## config.mk

```make
export PLATFORM = sky130hd
export DESIGN_NAME = sif_wa_bridge
export DESIGN_NICKNAME = d
export VERILOG_FILES = /design/src/rtl/sif_wa_bridge.sv
export SDC_FILE = /design/constraint.sdc
export NUM_CORES = 1
export LEC_CHECK = 0
export BUFFER_PORTS_ARGS = -buffer_cell sky130_fd_sc_hd__buf_2
export CAP_MARGIN = 30
export CORE_ASPECT_RATIO = 0.7
export CORE_MARGIN = 5
export CORE_UTILIZATION = 31
export DETAILED_ROUTE_END_ITERATION = 12
export SLEW_MARGIN = 0
export SYNTH_ARGS = -nofsm -noshare
export SYNTH_HDL_FRONTEND = slang
export SYNTH_SLANG_ARGS = --single-unit
```

## constraint.sdc

```tcl
create_clock -name clk -period 40.3 [get_ports clk]
set_input_delay 8.06 -clock clk [delete_from_list [all_inputs] [get_ports clk]]
set_output_delay 8.06 -clock clk [all_outputs]
set_load 0.05 [all_outputs]
```

## src/rtl/sif_wa_bridge.sv

```systemverilog
// SIF XA->WA write bridge: XA writes are queued and drained to WA over valid/ready; XA reads come from a shadow file.
// Optional WA stall timeout enabled by defining SIF_WA_TIMEOUT_EN.
module sif_wa_bridge #(
  parameter int ADDR_W      = 16,
  parameter int DATA_W      = 16,
  parameter int FIFO_DEPTH  = 4,
  parameter int NUM_REGS    = 16,
  parameter int TIMEOUT_CYC = 64
) (
  input  logic                          clk,
  input  logic                          rst,
  input  logic [ADDR_W-1:0]             xa_addr,
  input  logic [DATA_W-1:0]             xa_data_wr,
  input  logic                          xa_wr_s,
  input  logic                          xa_rd_s,
  output logic [DATA_W-1:0]             xa_data_rd,
  output logic                          xa_rd_vld,
  output logic                          xa_busy,
  output logic [ADDR_W-1:0]             wa_addr,
  output logic [DATA_W-1:0]             wa_data_wr,
  output logic                          wa_wr_s,
  input  logic                          wa_ready,
  output logic [$clog2(FIFO_DEPTH):0]   fifo_level,
  output logic                          ovf_err,
  output logic                          to_err,
  output logic                          wa_state_o
);

  localparam int PTR_W = $clog2(FIFO_DEPTH);
  localparam int LVL_W = PTR_W + 1;
  localparam int IDX_W = $clog2(NUM_REGS);
  localparam int ENT_W = ADDR_W + DATA_W;

  // WA handshake: a transfer happens at a rising edge where wa_wr_s and wa_ready are both high;
  // wa_addr/wa_data_wr hold the head entry unchanged until that edge.
  typedef enum logic {S_IDLE = 1'b0, S_SEND = 1'b1} state_t;

  state_t             state_q, state_d;
  logic [ENT_W-1:0]   mem_q [FIFO_DEPTH];
  logic [PTR_W-1:0]   wr_ptr_q, rd_ptr_q;
  logic [LVL_W-1:0]   count_q, count_d;
  logic [DATA_W-1:0]  shadow_q [NUM_REGS];
  logic [DATA_W-1:0]  rd_data_q;
  logic               rd_vld_q;
  logic               ovf_q;
  logic               full, push, xfer, drop, pop;
  logic [IDX_W-1:0]   idx;

  assign idx  = xa_addr[IDX_W-1:0];
  // Fullness is judged on the registered count only, so a same-edge pop never rescues a write.
  assign full = (count_q == LVL_W'(FIFO_DEPTH));
  assign push = xa_wr_s & ~full;
  assign xfer = (state_q == S_SEND) & wa_ready;
  assign pop  = xfer | drop;

`ifdef SIF_WA_TIMEOUT_EN
  logic [15:0] stall_q, stall_d;
  logic        to_q;

  assign drop = (state_q == S_SEND) & ~wa_ready & (stall_q == 16'(TIMEOUT_CYC - 1));

  always_comb begin
    stall_d = stall_q + 16'd1;
    if (state_q != S_SEND || wa_ready || drop) stall_d = 16'd0;
  end

  always_ff @(posedge clk or posedge rst) begin
    if (rst) begin
      stall_q <= 16'd0;
      to_q    <= 1'b0;
    end else begin
      stall_q <= stall_d;
      if (drop) to_q <= 1'b1;
    end
  end

  assign to_err = to_q;
`else
  assign drop   = 1'b0;
  // Always 0: the timeout limit only matters when the stall counter is built.
  assign to_err = (TIMEOUT_CYC < 0);
`endif

  always_comb begin
    count_d = count_q;
    case ({push, pop})
      2'b10:   count_d = count_q + LVL_W'(1);
      2'b01:   count_d = count_q - LVL_W'(1);
      default: count_d = count_q;
    endcase
  end

  always_comb begin
    state_d = state_q;
    case (state_q)
      S_IDLE: if (push || count_q != '0) state_d = S_SEND;
      S_SEND: if (count_d == '0) state_d = S_IDLE;
      default: state_d = S_IDLE;
    endcase
  end

  always_ff @(posedge clk or posedge rst) begin
    if (rst) begin
      state_q  <= S_IDLE;
      wr_ptr_q <= '0;
      rd_ptr_q <= '0;
      count_q  <= '0;
      ovf_q    <= 1'b0;
      for (int i = 0; i < FIFO_DEPTH; i++) mem_q[i] <= '0;
    end else begin
      state_q <= state_d;
      count_q <= count_d;
      if (push) begin
        mem_q[wr_ptr_q] <= {xa_addr, xa_data_wr};
        wr_ptr_q        <= wr_ptr_q + PTR_W'(1);
      end
      if (pop) rd_ptr_q <= rd_ptr_q + PTR_W'(1);
      if (xa_wr_s && full) ovf_q <= 1'b1;
    end
  end

  // Non-blocking update gives a same-edge read the pre-write shadow value.
  always_ff @(posedge clk or posedge rst) begin
    if (rst) begin
      rd_data_q <= '0;
      rd_vld_q  <= 1'b0;
      for (int i = 0; i < NUM_REGS; i++) shadow_q[i] <= '0;
    end else begin
      rd_vld_q <= xa_rd_s;
      if (xa_rd_s) rd_data_q <= shadow_q[idx];
      if (push) shadow_q[idx] <= xa_data_wr;
    end
  end

  assign xa_data_rd = rd_data_q;
  assign xa_rd_vld  = rd_vld_q;
  assign xa_busy    = full;
  assign {wa_addr, wa_data_wr} = mem_q[rd_ptr_q];
  assign wa_wr_s    = (state_q == S_SEND);
  assign fifo_level = count_q;
  assign ovf_err    = ovf_q;
  assign wa_state_o = state_q;

endmodule

```

==> summary.md <==
| Metric | Value |
|---|---|
| Min-delay src | ovf_err |
| Worst Path Max Fanout | 28 |
| Peak supply drop | 0.05151 mV |
| Vias per cell | 4.939 |
| Int Pwr | 1.076 mW |
| Final Cell Area | 20880 um^2 |
| Dpl ws | 29240 ps |
| Hold buffer count at cts | 0 |
| Sequential power share | 41.2% |
| R2r endpoint | shadow_q[24] |
| RSZ-0062 raised after global routing | no |
| Most frequent cells in the layout | dfrtp_1 (409), mux2_2 (395), buf_2 (90) |
| Largest net degree at the start of global routing | 138 |
| R2R cell count | 4 |
| Multi-input gate area | 7527 um^2 |
| Layout fillers | 5617 |
| Final setup margin | 29660 ps |
| Status | finished, final reports clean |
| Worst R2R Setup Slack | 37370 ps |
| Io pins | 94 |
| DRC Markers | 0 |
| Setup Viol. Count Final | 0 |
| Worst-path clk slew | 60 ps |
| Syn avg cell area | 15.69 um^2 |
| Worst Setup SP | xa_addr[0] |
| P_sw | 0.5561 mW |
| TritonCTS Buffers | 41 |
| Pwr dens | 78.16 nW/um^2 |
| Final Skew | 17.95 ps |
| Die Y | 213.4 um |
| CTS max path bufs | 3 |
| Crit path capture | shadow_q[46] |
| Min Tclk post-route | 10640 ps |
| CTS resizes | 0 |
| Post-synth top area share | 55.99% |
| Warnings from Yosys | 0 |
| Initial Util | 31.36% |
| Area leader, netlist | dfrtp_1 |
| Actual slew at the worst max-slew pin | 1064 ps |
| Clock sink count | 410 |
| WL final | 44.05 mm |
| Clock latency on the worst-skew pair | 540 ps |
| GR Overflow Total | 0 |
| Slew margin rel. | 28.08% |
| Initial DRC Count | 415 |
| Vias in the first global route | 11050 |
| Static Leak | 9.041 nW |
| Crit. End Element | register |
| Final slew viol count | 0 |
| Arrival time at the worst endpoint | 11050 ps |
| Post-Synthesis Cells | 1168 |
| Hold_ws | 457.5 ps |
| Comb pwr share | 35.6% |
| Hpwl dp | 26.65 mm |
| I/O Buffers | 92 |
| Power consumption | 1.632 mW |
| Syn nets | 1211 |
| First-pass GRT wire length | 69.35 mm |
| #FFs+latches synth | 410 |
| Reg-to-Reg Start | fifo_level[2] |
| Netlist cell types | 41 |
| Layout cells sized above 1 | 53.13% |
| Std-Cell Rows | 74 |
| DRT Pass-1 Iters | 4 |
| Routed Antenna Nets | 0 |
| Post-Syn Area | 18320 um^2 |
| Area delta synth->final | 13.96% |
| Startpoint type of the worst setup path | input port |
| Tcrit/Tclk final | 26.39% |
| Vias | 10110 |
| Overall Global Routing Usage | 13.92% |
| Core area | 58420 um^2 |
| Tightest Hold Check Type | register to register |
| Postcts setup bufs | 0 |
| Post-DP Area | 19400 um^2 |
| CTS tree | yes |
| Fmax | 94.01 MHz |
| Drt wl/cell | 21.52 um |
| Commonest non-fill, non-tap cell in the layout | dfrtp_1 |
| Die area | 64150 um^2 |
| CTS root buffer | clkbuf_16 |
| Asr flop ratio synth | 100.0% |
| Number of flops mapped to enable cells by yosys | 0 |
| Primary FF master, synth | dfrtp_1 |
| Final GP Congestion | 0.7297 |
| Initial antenna violation count | 1 |
| Power share of the clock group | 23.2% |
| Ranking of synthesized cells by area | dfrtp_1 (56%), mux2_2 (24%), mux4_2 (8.2%) |
| Setup TNS | 0 ps |
| Storage cell area | 10260 um^2 |
| Fin nets | 1260 |
| Max Cap Viol | 0 |
| Critical path class | input port to register |
| Hold Vio Cnt, Final | 0 |
| H-tree Lvls | 2 |
| Critical path data required time | 40710 ps |
| Sequential area share after synthesis | 55.99% |
| Chip width | 300.6 um |
| Sw Ratio | 34.08% |
[critical path, cell delays in order]
cell	delay, ps
buf_2	580
nor2b_1	820
nand4_2	960
mux2_2	600
[registers in the layout, indices dropped and copies added (netlist names)]
name / count
shadow_q: 256
xa_rd_vld: 1
wr_ptr_q: 2
fifo_level: 3
wa_state_o: 1
rd_ptr_q: 2
ovf_err: 1
xa_data_rd: 16
mem_q: 128
[metrics by stage]
step | util [%] | instances
5_1_grt | 35.74 | 2046
2_1_floorplan | - | 1168
4_1_cts | 35.47 | 2039
6_report | 35.74 | 2047
3_5_place_dp | 33.21 | 1965
3_3_place_gp | 33.14 | 1963
[worst min-delay path by stage]
stage / to / slack, ps / cells after the start
after floorplan: shadow_q[102] / 470 / 1
after global placement: ovf_err / 450 / 1
after detailed placement: ovf_err / 450 / 1
after CTS: ovf_err / 460 / 1
after global routing: ovf_err / 500 / 1
final: ovf_err / 460 / 1
[final cells by class]
class                   count  area share [%]
inverters                   7          0.1618
diodes                      1         0.01198
multi-input cells         646           36.05
well taps                 798           4.782
repair buffers            111           3.535
clock inverters             8          0.3775
clock buffers              66           5.944
flip-flops and latches    410           49.14
[cell families (layout without fill, tap and decap cells)]
| logic type | after synthesis | after routing | synth area share [%] |
|---|---|---|---|
| and+or+nand+nor | 64 | 64 | 2.055 |
| muxes | 513 | 513 | 36.01 |
| AOI/OAI and AO/OA | 56 | 56 | 2.206 |
| xor gates and xnor gates | 6 | 6 | 0.2868 |
| DFF | 410 | 410 | 55.99 |
| other | 1 | 2 | 0.02047 |
| adders and majority gates | 6 | 6 | 0.4507 |
| buffers and inverters | 112 | 192 | 2.984 |
[power by group through the flow]
stage / registers (mW) / clock network, mW / logic (mW)
2_1_floorplan: 0.669 / 0 / 0.459
3_3_place_gp: 0.670 / 0 / 0.575
3_5_place_dp: 0.679 / 0 / 0.588
4_1_cts: 0.672 / 0.389 / 0.590
5_1_grt: 0.693 / 0.405 / 0.626
6_report: 0.673 / 0.378 / 0.581
[cell usage after synthesis (2+ instances only)]
cell type and instances:
o22ai_1 11, buf_2 38, a31oi_1 5, inv_1 7
o221a_2 5, mux4_1 8, a221oi_1 15, mux2_2 395
dfrtp_1 410, mux2i_1 43, nor2b_1 5, nand4_2 2
nand3_2 8, mux4_2 67, ha_1 5, nand2b_1 2
a21oi_1 11, nand2_1 13, o21ai_0 6, nor2_1 19
buf_4 17, clkbuf_1 47, nand2_2 5, buf_6 2
xor2_1 3, and2_1 2, xnor2_1 3
[routing by layer]
layer  GRT usage [%]  vias to the layer above  wire length, um
met4           2.390                        2              477
met3           2.551                       40             1878
met2           21.56                      157            19420
met1           20.92                     5476            22260
li1                -                     4436                -
met5               0                        -                7
No activity file was read; power rests on OpenSTA's default activity.
